File: config.mk
export PLATFORM = sky130hd
export DESIGN_NAME = dm1_5_reg
export DESIGN_NICKNAME = d
export VERILOG_FILES = /design/src/rtl/dm_pkg.sv /design/src/rtl/dm_slot.sv /design/src/rtl/dm1_5_reg.sv
export SDC_FILE = /design/constraint.sdc
export NUM_CORES = 1
export LEC_CHECK = 0
export CORE_UTILIZATION = 50
export CTS_BUF_LIST = sky130_fd_sc_hd__clkbuf_8
export CTS_CLUSTER_DIAMETER = 50
export DETAILED_ROUTE_END_ITERATION = 16
export PLACE_DENSITY = 0.9
export REMOVE_ABC_BUFFERS = 1
export SETUP_SLACK_MARGIN = 0.3
export SYNTH_ARGS = -nofsm -noshare
export SYNTH_HDL_FRONTEND = slang
export SYNTH_SLANG_ARGS = --single-unit
File: constraint.sdc
create_clock -name CLK -period 1.7 [get_ports CLK]
set_input_delay 0.34 -clock CLK [delete_from_list [all_inputs] [get_ports CLK]]
set_output_delay 0.34 -clock CLK [all_outputs]
set_load 0.02 [all_outputs]
File: src/rtl/dm_pkg.sv
// Shared constants for the 1-to-5 write distributor: bus/select widths and
// the fixed slot assignment of the five datapath consumers.
package dm_pkg;

  localparam int unsigned WIDTH = 16;
  localparam int unsigned NCH   = 5;
  localparam int unsigned SEL_W = 3;

  localparam int unsigned SLOT_PC  = 0;
  localparam int unsigned SLOT_IR  = 1;
  localparam int unsigned SLOT_RF  = 2;
  localparam int unsigned SLOT_MAR = 3;
  localparam int unsigned SLOT_MDR = 4;

endpackage

File: src/rtl/dm_slot.sv
// One holding slot: registered word, valid flag cleared by ack, and a sticky
// overrun flag raised when a still-unconsumed word is overwritten.
module dm_slot
  import dm_pkg::*;
#(
  parameter int unsigned DW = WIDTH
) (
  input  logic          CLK,
  input  logic          RESET_N,
  input  logic          wr,
  input  logic          ack,
  input  logic          clr,
  input  logic [DW-1:0] d,
  output logic [DW-1:0] q,
  output logic          v,
  output logic          ovr
);

  logic [DW-1:0] r_q;
  logic          r_v;
  logic          r_ovr;

  always_ff @(posedge CLK or negedge RESET_N) begin
    if (!RESET_N) begin
      r_q   <= '0;
      r_v   <= 1'b0;
      r_ovr <= 1'b0;
    end else begin
      if (wr) begin
        r_q <= d;
      end
      // A write beats a same-cycle ack; ack only drops valid when idle.
      if (wr) begin
        r_v <= 1'b1;
      end else if (ack) begin
        r_v <= 1'b0;
      end
      // A new overrun beats a same-cycle clear.
      if (wr && r_v && !ack) begin
        r_ovr <= 1'b1;
      end else if (clr) begin
        r_ovr <= 1'b0;
      end
    end
  end

  assign q   = r_q;
  assign v   = r_v;
  assign ovr = r_ovr;

endmodule

File: src/rtl/dm1_5_reg.sv
// Registered 1-to-5 write distributor: decodes the select into one slot write,
// flags out-of-range selects and captures the first bad select value.
module dm1_5_reg
  import dm_pkg::*;
(
  input  logic             CLK,
  input  logic             RESET_N,
  input  logic [WIDTH-1:0] I,
  input  logic [SEL_W-1:0] S,
  input  logic             WE,
  input  logic [NCH-1:0]   ACK,
  input  logic             CLR_ERR,
  output logic [WIDTH-1:0] O0,
  output logic [WIDTH-1:0] O1,
  output logic [WIDTH-1:0] O2,
  output logic [WIDTH-1:0] O3,
  output logic [WIDTH-1:0] O4,
  output logic [NCH-1:0]   V,
  output logic [NCH-1:0]   OVR,
  output logic             ERR,
  output logic [SEL_W-1:0] ERR_SEL
);

  logic [NCH-1:0]   w_wr;
  logic [NCH-1:0]   w_v;
  logic [NCH-1:0]   w_ovr;
  logic [WIDTH-1:0] w_q [NCH];
  logic             w_bad;
  logic             r_err;
  logic [SEL_W-1:0] r_err_sel;

  assign w_bad = WE && (S >= SEL_W'(NCH));

  always_comb begin
    w_wr = '0;
    for (int unsigned k = 0; k < NCH; k++) begin
      if (WE && (S == SEL_W'(k))) begin
        w_wr[k] = 1'b1;
      end
    end
  end

  for (genvar g = 0; g < NCH; g++) begin : g_slot
    dm_slot #(.DW(WIDTH)) u_slot (
      .CLK     (CLK),
      .RESET_N (RESET_N),
      .wr      (w_wr[g]),
      .ack     (ACK[g]),
      .clr     (CLR_ERR),
      .d       (I),
      .q       (w_q[g]),
      .v       (w_v[g]),
      .ovr     (w_ovr[g])
    );
  end

  always_ff @(posedge CLK or negedge RESET_N) begin
    if (!RESET_N) begin
      r_err     <= 1'b0;
      r_err_sel <= '0;
    end else begin
      if (w_bad) begin
        r_err <= 1'b1;
      end else if (CLR_ERR) begin
        r_err <= 1'b0;
      end
      // Capture only the first bad select, unless this cycle also clears.
      if (w_bad && (!r_err || CLR_ERR)) begin
        r_err_sel <= S;
      end else if (CLR_ERR) begin
        r_err_sel <= '0;
      end
    end
  end

  assign O0      = w_q[SLOT_PC];
  assign O1      = w_q[SLOT_IR];
  assign O2      = w_q[SLOT_RF];
  assign O3      = w_q[SLOT_MAR];
  assign O4      = w_q[SLOT_MDR];
  assign V       = w_v;
  assign OVR     = w_ovr;
  assign ERR     = r_err;
  assign ERR_SEL = r_err_sel;

endmodule

==> summary.txt, run 1 <==
GRT
  – Largest net degree at the start of global routing: 41
  – Vias in the first global route: 2,535
  – First-pass GRT wire length: 12,900 µm
  – Overall Global Routing Usage: 23.1%
  – Initial antenna violation count: 0
  – GRT Residual Overflow: 0

Routing
  – Vias: 2,369
  – Residual DRC: 0
  – DR WL/cell: 17.2 µm
  – Final antenna-violating net count: 0
  – First DRT Iteration DRCs: 46
  – Drt first pass iters: 4
  – Vias per inst: 5.07
  – Final wirelength: 8030 µm

Yosys
  – Post-synthesis average cell area: 16.2 µm²
  – Post-Synth XOR/XNOR Area: 0%
  – Largest family of logic cells by synthesized area: multiplexers
  – Post-synthesis simple-gate area fraction: 3.80%
  – Part of the Yosys area used for sequential elements: 65.0%
  – Synth area leader: dfrtp_1
  – Top post-synthesis cells by count: dfrtp_1, mux2_2, buf_4
  – Post-synthesis mux area share: 25.5%
  – Area share of the largest cell type after synthesis: 65.0%
  – Cell Area, Synth: 3620 µm²
  – EDFF count, synth: 0
  – Post-Synth Adder-Cell Area: 0%
  – Syn. warnings: 0
  – Most common cell in the netlist: dfrtp_1
  – Synth async-reset ratio: 100%
  – Count of cell types in the netlist: 23
  – Post-synthesis compound-gate area fraction: 1.90%
  – Largest cells by area after synthesis: dfrtp_1, mux2_2, buf_4, o2bb2ai_1, nand2b_1
  – Register bit total from synthesis: 94
  – Synth Instances: 224
  – Dominant synthesized flop cell: dfrtp_1

Clocking
  – Longest Clk Path Bufs: 2
  – Clock Latency Late Sink: 340 ps
  – CTS tree: done
  – Num CTS Buffers: 9
  – H-tree levels: 3
  – Clock slew at reported path FFs: 90 ps
  – Root buffer cell: clkbuf_8
  – Clk sinks: 94

Layout
  – Nets@finish: 395
  – Diodes inserted: 0
  – Share of cells above drive strength 1: 56.9%
  – Area delta synth->final: 39.4%
  – Finished Cell Area: 5040 µm²
  – Fillers: 508

Place
  – Place WS: -169 ps
  – GP Congestion: 0.714
  – Post-DP Area: 5110 µm²
  – HPWL after detailed placement: 5730 µm
  – # port buffers: 121

Floorplanning
  – # rows: 30
  – Starting density of the core: 52.4%
  – Die height: 87.1 µm
  – Io pins: 122
  – Die span in x: 87.1 µm
  – Die ar.: 7580 µm²
  – Core area: 6910 µm²

Power and ir drop
  – Peak supply drop: 0.720 mV
  – Leakage: 2.47 nW
  – Total power: 6.16 mW
  – Cell Pwr Density: 1220 nW/µm²

Critical path
  – Critical path class: reg2out
  – Critical Path, Cell by Cell: clkdlybuf4s15_1
  – CP Capture Type: primary output
  – Crit. Startpoint: g_slot[3].u_slot.q[4]$_DFFE_PN0P_
  – Critical-path maximum fanout: 2
  – Critical Path Source Type: flop
  – Slowest stage delay, CP: 380 ps
  – Crit-path slowest cell: dfrtp_1
  – Data required, critical path: 1360 ps
  – Delay-heaviest family, CP: flip-flops
  – Reg-to-reg startpoint: ERR$_DFFE_PN0P_
  – CP arrival: 1020 ps
  – Buf/Inv on CP: 1

Outcome
  – Outcome: finished, final reports clean

Timing
  – Slew HR: 74.8%
  – Period utilization: 79.8%
  – Hold Vio Cnt, Final: 0
  – Worst setup margin: 344 ps
  – RSZ-0062 raised after global routing: no
  – Final setup viols: 0
  – Slew Limit Fails: 0
  – Clock Skews: 4.38 ps
  – Fmax achieved: 737 MHz
  – Worst-Margin Slew: 378 ps
  – Min cycle time layout: 1360 ps

Worst hold path
  – Worst Hold Class: in2async

Flow run
  – Max Cap Viol: 0
[logic make-up after synthesis]
family / Yosys count
simple gates: 21
compound gates: 9
buf+inv: 18
mux: 82
flops: 94
[repair_timing]
item	4_1_cts	5_1_grt
gates cloned	1	0
hold buffers	1	0
endpoints found under the setup margin	168	87
resized for setup	182	95
hold endpoints to repair	26	0
buffers inserted	2	1
pin swaps	2	0
[state kept, by name, indices dropped and copies added, names as in the netlist]
signal and count:
ERR 1, ERR_SEL 3, g_slot.u_slot.ovr 5, g_slot.u_slot.q 80
g_slot.u_slot.v 5
[worst reg2reg max path, stage by stage, from the launching register on]
cell and delay [ps]:
dfrtp_1 410, a21oi_2 240, mux2_2 370
[path summary, 6_finish.rpt]
check                                                      to  slack [ps]  cells after the start
max                                                     O3[4]         340                      1
min                         g_slot[2].u_slot.q[9]$_DFFE_PN0P_         440                      2
max reg2reg                            ERR_SEL[0]$_DFFE_PN0P_         570                      2
min reg2reg                            ERR_SEL[2]$_DFFE_PN0P_         490                      1
max in group asynchronous  g_slot[4].u_slot.q[13]$_DFFE_PN0P_         710                      3
min in group CLK                       ERR_SEL[2]$_DFFE_PN0P_         490                      1
[layout by cell type (no fill, tap or decap), drive strengths merged, types with 2 or more instances in the layout]
master and n:
nand2 7, dfrtp 94, clkbuf 84, clkdlybuf4s15 20
clkdlybuf4s50 22, nand2b 5, inv 2, dlygate4sd2 4
nor2b 3, o2bb2ai 5, mux2 82, buf 28
nand3 2
[where the power goes]
group          internal, mW  switching (mW)  total [mW]
combinational         0.764           0.986        1.75
clock                 0.790           0.717        1.51
sequential             2.67           0.229        2.90
[metal layers]
metal / vias up / track usage, % / part of all wire (%)
met5: - / 0 / 0
met4: 0 / 9.85 / 1.9
met3: 13 / 6.54 / 6.1
met2: 83 / 39.7 / 52
met1: 1204 / 27.0 / 40
li1: 1069 / - / -
[final cells by class]
type | instances | area [µm²] | area share, %
multi-input cells | 112 | 1150 | 22.8
flip-flops and latches | 94 | 2350 | 46.6
well taps | 96 | 120 | 2.38
inverters | 2 | 7.51 | 0.149
repair buffers | 148 | 1210 | 23.9
clock buffers | 12 | 165 | 3.27
clock inverters | 3 | 42.5 | 0.843
[metrics by stage]
| stage | hold WS (ps) | cells | util [%] | TNS (ps) |
|---|---|---|---|---|
| finish | 443 | 467 | 73.0 | 0 |
| detailed placement | 282 | 447 | 74.0 | -10160 |
| global placement | 279 | 447 | 74.0 | -8160 |
| floorplan | 44.4 | 208 | - | 0 |
| global route | 460 | 467 | 73.0 | 0 |
| CTS | 441 | 466 | 77.9 | 0 |
Power figures use the tool's default switching activity.
==> run 2, diff against run 1 <==
--- a/config.mk
+++ b/config.mk
@@ -5,11 +5,11 @@
 export SDC_FILE = /design/constraint.sdc
 export NUM_CORES = 1
 export LEC_CHECK = 0
-export CORE_UTILIZATION = 50
+export CORE_UTILIZATION = 42
 export CTS_BUF_LIST = sky130_fd_sc_hd__clkbuf_8
 export CTS_CLUSTER_DIAMETER = 50
 export DETAILED_ROUTE_END_ITERATION = 16
-export PLACE_DENSITY = 0.9
+export PLACE_DENSITY = 0.81
 export REMOVE_ABC_BUFFERS = 1
 export SETUP_SLACK_MARGIN = 0.3
 export SYNTH_ARGS = -nofsm -noshare
==> constraint.sdc (replaced) <==
create_clock -name CLK -period 1.1 [get_ports CLK]
set_input_delay 0.22 -clock CLK [delete_from_list [all_inputs] [get_ports CLK]]
set_output_delay 0.22 -clock CLK [all_outputs]
set_load 0.02 [all_outputs]
==> run 2 against run 1 <==
The flow now finishes with violations (negative setup slack). Combinational power increased by 140%. Register-to-register slack got worse by 580 ps. Worst hold slack got worse by 310 ps. Via count increased by 13%. Clock power rose by 69%. Core utilization grew 6.1 points. Clock-buffer cell count shrank 1. Die area grew 19%. Global-route usage is 0.61 points higher. Largest cell class is now buffers.
==> summary.txt, run 2 (synthesized netlist as in run 1, its figures left out) <==
Clocking
  – Clock slew at reported path FFs: 100 ps (was 90 ps)
  – Clock Latency Late Sink: 340 ps (about the same)
  – Longest Clk Path Bufs: 2 (unchanged)
  – Clk sinks: 94 (unchanged)
  – CTS tree: done (unchanged)
  – Num CTS Buffers: 9 (unchanged)
  – H-tree levels: 3 (unchanged)
  – Root buffer cell: clkbuf_8 (unchanged)

Floorplanning
  – Starting density of the core: 43.8% (was 52.4%)
  – Die span in x: 94.8 µm (was 87.1 µm)
  – # rows: 33 (was 30)
  – Core area: 8260 µm² (was 6910 µm²)
  – Die ar.: 8990 µm² (was 7580 µm²)
  – Io pins: 122 (unchanged)
  – Die height: 94.8 µm (was 87.1 µm)

Layout
  – Non-Filler Instances: 527 (was 467)
  – Multi-input logic area: 1440 µm² (was 1150 µm²)
  – Nets@finish: 447 (was 395)
  – Most frequent cells in the layout: buf_6, dfrtp_1, mux2_2, mux2_4, buf_4 (was dfrtp_1, mux2_2, clkbuf_2, clkdlybuf4s50_1, clkdlybuf4s15_1)
  – Max reg flops: 80 (unchanged)
  – Share of cells above drive strength 1: 70.1% (was 56.9%)
  – Sequential cell area: 2350 µm² (about the same)
  – Fillers: 434 (was 508)
  – Diodes inserted: 0 (unchanged)
  – Area delta synth->final: 80.6% (was 39.4%)
  – Most common cell after layout, fill and taps aside: buf_6 (was dfrtp_1)
  – Final Core Density: 79.2% (was 73.0%)

Power and ir drop
  – Leakage: 3.19 nW (was 2.47 nW)
  – Peak supply drop: 1.28 mV (was 0.720 mV)
  – Total power: 11.4 mW (was 6.16 mW)
  – Cell Pwr Density: 1740 nW/µm² (was 1220 nW/µm²)

Critical path
  – Data required, critical path: 880 ps (was 1360 ps)
  – Delay-heaviest family, CP: flip-flops (unchanged)
  – R2r setup slk: -10 ps (was 570 ps)
  – CP Capture Type: primary output (unchanged)
  – Critical-path maximum fanout: 3 (was 2)
  – Critical path class: reg2out (unchanged)
  – Critical Path, Cell by Cell: buf_6 (was clkdlybuf4s15_1)
  – Critical Path Source Type: flop (unchanged)
  – Slowest stage delay, CP: 460 ps (was 380 ps)
  – Reg-to-reg startpoint: ERR$_DFFE_PN0P_ (unchanged)
  – CP arrival: 950 ps (was 1020 ps)
  – RR Endpoint: ERR_SEL[1]$_DFFE_PN0P_ (was ERR_SEL[0]$_DFFE_PN0P_)
  – Crit-path slowest cell: dfrtp_2 (was dfrtp_1)
  – Worst r2r path cells: 2 (unchanged)
  – Buf/Inv on CP: 1 (unchanged)

Flow run
  – Max Cap Viol: 0 (unchanged)

Timing
  – Fmax achieved: 855 MHz
  – Slew HR: 84.1% (was 74.8%)
  – Worst-Margin Slew: 238 ps (was 378 ps)
  – Hold Vio Cnt, Final: 0 (unchanged)
  – Final setup viols: 50 (was 0)
  – Worst setup margin: -69.8 ps (was 344 ps)
  – Setup TNS: -646 ps (was 0 ps)
  – Period utilization: 106%
  – Min cycle time layout: 1170 ps
  – Clock Skews: 11.6 ps (was 4.38 ps)
  – Slew Limit Fails: 0 (unchanged)
  – RSZ-0062 raised after global routing: yes (was no)

Place
  – # port buffers: 121 (unchanged)
  – HPWL after detailed placement: 5790 µm (was 5730 µm)
  – Place WS: -622 ps (was -169 ps)
  – # placed instances: 459 (was 447)
  – GP Congestion: 0.742 (was 0.714)

Worst hold path
  – Worst Hold Class: in2reg (was in2async)
  – WHS Endpoint: ERR_SEL[0]$_DFFE_PN0P_
  – Hold Crit Depth: 2
  – Origin of the worst min-delay path: S[0]

Routing
  – Vias per inst: 5.08 (was 5.07)
  – Vias: 2,677 (was 2,369)
  – Final wirelength: 11,200 µm (was 8030 µm)
  – First DRT Iteration DRCs: 68 (was 46)
  – DR WL/cell: 21.3 µm (was 17.2 µm)
  – Final antenna-violating net count: 0 (unchanged)
  – Residual DRC: 0 (unchanged)
  – Drt first pass iters: 4 (unchanged)

GRT
  – GRT Residual Overflow: 0 (unchanged)
  – First-pass GRT wire length: 15,300 µm (was 12,900 µm)
  – Vias in the first global route: 2,762 (was 2,535)
  – Overall Global Routing Usage: 23.7% (was 23.1%)
  – Largest net degree at the start of global routing: 23 (was 41)
  – Initial antenna violation count: 0 (unchanged)

Outcome
  – Failing checks: negative setup slack
  – Outcome: finished, violations left (was finished, final reports clean)
-- run 2: cell count changes in the layout (fill, tap and decap cells not counted), sizes merged --
cell	change
buf	+149
bufbuf	-1
bufinv	+1
clkbuf	-73
clkdlybuf4s15	-20
clkinvlp	-1
dlygate4sd2	-4
-- run 2: how the worst max path moves through the flow --
| stage | start | to | slack [ps] | depth (start not counted) |
|---|---|---|---|---|
| after global routing | ERR$_DFFE_PN0P_ | ERR | -90 | 1 |
| after detailed placement | S[0] | g_slot[2].u_slot.q[4]$_DFFE_PN0P_ | -620 | 5 |
| final | ERR$_DFFE_PN0P_ | ERR | -70 | 1 |
| after CTS | ERR$_DFFE_PN0P_ | ERR | -40 | 1 |
| after floorplan | S[1] | g_slot[0].u_slot.q[0]$_DFFE_PN0P_ | -100 | 3 |
| after global placement | S[1] | g_slot[0].u_slot.q[14]$_DFFE_PN0P_ | -590 | 5 |
-- run 2: layout make-up --
type	instances	share of cell area, %
clock buffers	11	2.32
flip-flops and latches	94	36.0
clock inverters	3	1.05
well taps	105	2.01
repair buffers	200	36.5
multi-input cells	112	22.0
inverters	2	0.115
-- run 2: where the power goes --
| part | leakage, nW | switching, mW | internal, mW | total [mW] |
|---|---|---|---|---|
| registers | 1.15 | 0.553 | 4.13 | 4.68 |
| logic | 1.93 | 1.72 | 2.42 | 4.14 |
| clock network | 0.111 | 1.16 | 1.39 | 2.55 |
| total | 3.19 | 3.43 | 7.94 | 11.4 |
-- run 2: what timing repair did --
action / CTS / global route
gates resized for setup: 653 / 41
endpoints found under the setup margin: 188 / 208
setup buffers: 31 / 16
hold buffers: 1 / 0
pin swaps: 12 / 2
endpoints found under the hold margin: 17 / 0
cloned: 6 / 0
-- run 2: routing by layer --
layer  share of wire [%]  vias up  wire length (µm)  track usage, %
li1                    -     1167                 -               -
met1                  39     1402              4380            28.4
met2                  55       95              6140            43.2
met3                 4.8       13               543            4.75
met4                 1.3        0               144            5.93
met5                   0        -                 0               0
-- run 2: stage by stage --
step | hold slack (ps) | cell area (µm²)
3_3_place_gp | 140 | 5150
2_1_floorplan | -75.6 | 3490
4_1_cts | 116 | 6240
5_1_grt | 116 | 6540
6_report | 133 | 6540
3_5_place_dp | 142 | 5150
==> run 3, diff against run 2 <==
==> constraint.sdc (replaced) <==
create_clock -name CLK -period 1.02 [get_ports CLK]
set_input_delay 0.204 -clock CLK [delete_from_list [all_inputs] [get_ports CLK]]
set_output_delay 0.204 -clock CLK [all_outputs]
set_load 0.02 [all_outputs]
==> run 3 against run 2 <==
The flow finishes with violations (negative hold slack, negative setup slack). Sequential cell count is the same. Non-clock buffer count grew 6. Wire length about the same. Via count rose by 0.75%. Register-to-register slack got worse by 60 ps. Clock skew down 10 ps. Cell area up 2.3%.
==> summary.txt, run 3 (synthesized netlist as in run 1, its figures left out) <==
Power and ir drop
  – Cell Pwr Density: 1890 nW/µm² (was 1740 nW/µm²)
  – Peak supply drop: 1.10 mV (was 1.28 mV)
  – Total power: 12.6 mW (was 11.4 mW)
  – Leakage: 3.40 nW (was 3.19 nW)

Floorplanning
  – Io pins: 122 (unchanged)
  – # rows: 33 (unchanged)
  – Starting density of the core: 43.8% (unchanged)
  – Die height: 94.8 µm (unchanged)
  – Die span in x: 94.8 µm (unchanged)
  – Die ar.: 8990 µm² (unchanged)
  – Core area: 8260 µm² (unchanged)

Routing
  – Vias: 2,697 (was 2,677)
  – Final wirelength: 11,200 µm (about the same)
  – Residual DRC: 0 (unchanged)
  – DR WL/cell: 21.0 µm (was 21.3 µm)
  – Drt first pass iters: 4 (unchanged)
  – First DRT Iteration DRCs: 84 (was 68)
  – Vias per inst: 5.04 (was 5.08)
  – Final antenna-violating net count: 0 (unchanged)

Clocking
  – Clk sinks: 94 (unchanged)
  – Clock Latency Late Sink: 350 ps (was 340 ps)
  – Num CTS Buffers: 9 (unchanged)
  – CTS tree: done (unchanged)
  – Longest Clk Path Bufs: 2 (unchanged)
  – H-tree levels: 3 (unchanged)
  – Clock slew at reported path FFs: 100 ps (about the same)
  – Root buffer cell: clkbuf_8 (unchanged)

Timing
  – Fmax achieved: 863 MHz
  – Hold slack: -257 ps (was 133 ps)
  – RSZ-0062 raised after global routing: yes (unchanged)
  – Clock Skews: 1.25 ps (was 11.6 ps)
  – Slew HR: 77.2% (was 84.1%)
  – Hold Vio Cnt, Final: 17 (was 0)
  – Worst setup margin: -139 ps (was -69.8 ps)
  – Final setup viols: 107 (was 50)
  – Min cycle time layout: 1160 ps
  – Slew Limit Fails: 0 (unchanged)
  – Worst-Margin Slew: 342 ps (was 238 ps)
  – Period utilization: 114%

GRT
  – Vias in the first global route: 2,775 (was 2,762)
  – Overall Global Routing Usage: 24.2% (was 23.7%)
  – Largest net degree at the start of global routing: 23 (unchanged)
  – Initial antenna violation count: 0 (unchanged)
  – First-pass GRT wire length: 15,800 µm (was 15,300 µm)
  – GRT Residual Overflow: 0 (unchanged)

Layout
  – Finished Cell Area: 6680 µm² (was 6540 µm²)
  – Final Core Density: 80.9% (was 79.2%)
  – Most frequent cells in the layout: buf_6, dfrtp_1, mux2_4, buf_4, clkdlybuf4s50_1 (was buf_6, dfrtp_1, mux2_2, mux2_4, buf_4)
  – Nets@finish: 453 (was 447)
  – Area delta synth->final: 84.7% (was 80.6%)
  – Share of cells above drive strength 1: 71.4% (was 70.1%)
  – Diodes inserted: 0 (unchanged)
  – Most common cell after layout, fill and taps aside: buf_6 (unchanged)
  – Max reg flops: 80 (unchanged)

Critical path
  – Crit-path slowest cell: dfrtp_1 (was dfrtp_2)
  – Critical path class: reg2out (unchanged)
  – Delay-heaviest family, CP: flip-flops (unchanged)
  – Buf/Inv on CP: 1 (unchanged)
  – R2r setup slk: -70 ps (was -10 ps)
  – CP arrival: 950 ps (about the same)
  – Critical Path Source Type: flop (unchanged)
  – Critical Path, Cell by Cell: buf_6 (unchanged)
  – Critical-path maximum fanout: 2 (was 3)
  – Reg-to-reg startpoint: ERR$_DFFE_PN0P_ (unchanged)
  – Slowest stage delay, CP: 450 ps (was 460 ps)
  – Worst r2r path cells: 2 (unchanged)
  – CP Capture Type: primary output (unchanged)
  – Data required, critical path: 820 ps (was 880 ps)
  – RR Endpoint: ERR_SEL[0]$_DFFE_PN0P_ (was ERR_SEL[1]$_DFFE_PN0P_)

Place
  – Post-DP Area: 5150 µm² (unchanged)
  – GP Congestion: 0.742 (unchanged)
  – # port buffers: 121 (unchanged)
  – HPWL after detailed placement: 5770 µm (was 5790 µm)
  – Place WS: -680 ps (was -622 ps)

Worst hold path
  – Worst Hold Class: in2async (was in2reg)

Flow run
  – Max Cap Viol: 0 (unchanged)

Outcome
  – Outcome: finished, violations left (unchanged)
  – Failing checks: negative hold slack, negative setup slack (was negative setup slack)
[run 3: worst max-delay path by stage]
stage                                                     to  slack (ps)                                from  cells past startpoint
final                                                 O4[15]        -140  g_slot[4].u_slot.q[15]$_DFFE_PN0P_                      1
after global routing                                  O4[15]        -160  g_slot[4].u_slot.q[15]$_DFFE_PN0P_                      1
after CTS                                                ERR        -110                     ERR$_DFFE_PN0P_                      1
after detailed placement   g_slot[0].u_slot.q[6]$_DFFE_PN0P_        -680                                S[2]                      6
after global placement    g_slot[0].u_slot.q[14]$_DFFE_PN0P_        -660                                S[1]                      5
after floorplan            g_slot[0].u_slot.q[0]$_DFFE_PN0P_        -160                                S[1]                      3
[run 3: repair_timing]
action	4_1_cts	5_1_grt
pin swaps	10	8
gates resized for setup	697	38
hold endpoints to repair	17	17
setup endpoints to repair	188	188
setup buffers	21	33
gates cloned	6	0
[run 3: area by class of cell]
| type | instances | area [µm²] |
|---|---|---|
| multi-input cells | 112 | 1590 |
| well taps | 105 | 131 |
| repair buffers | 206 | 2370 |
| clock inverters | 6 | 85.1 |
| inverters | 2 | 7.51 |
| fillers | 412 | 1570 |
| flip-flops and latches | 94 | 2350 |
| clock buffers | 10 | 138 |
[run 3: through the flow]
step | hold slack [ps] | TNS [ps] | instances
floorplan | -91.6 | -10660 | 208
global placement | 124 | -66770 | 459
detailed placement | 126 | -68510 | 459
CTS | -256 | -7680 | 502
global route | -263 | -11050 | 535
finish | -257 | -8020 | 535
[run 3: layer usage]
layer / wire, µm / GRT usage, %
met4: 221 / 5.81
met2: 5930 / 43.2
met3: 530 / 5.15
met5: 0 / 0
met1: 4540 / 29.8
[run 3: report_power, final]
group          switching (mW)  internal, mW  total, mW
sequential              0.629          4.45       5.08
combinational            1.90          2.88       4.78
clock                    1.33          1.45       2.78
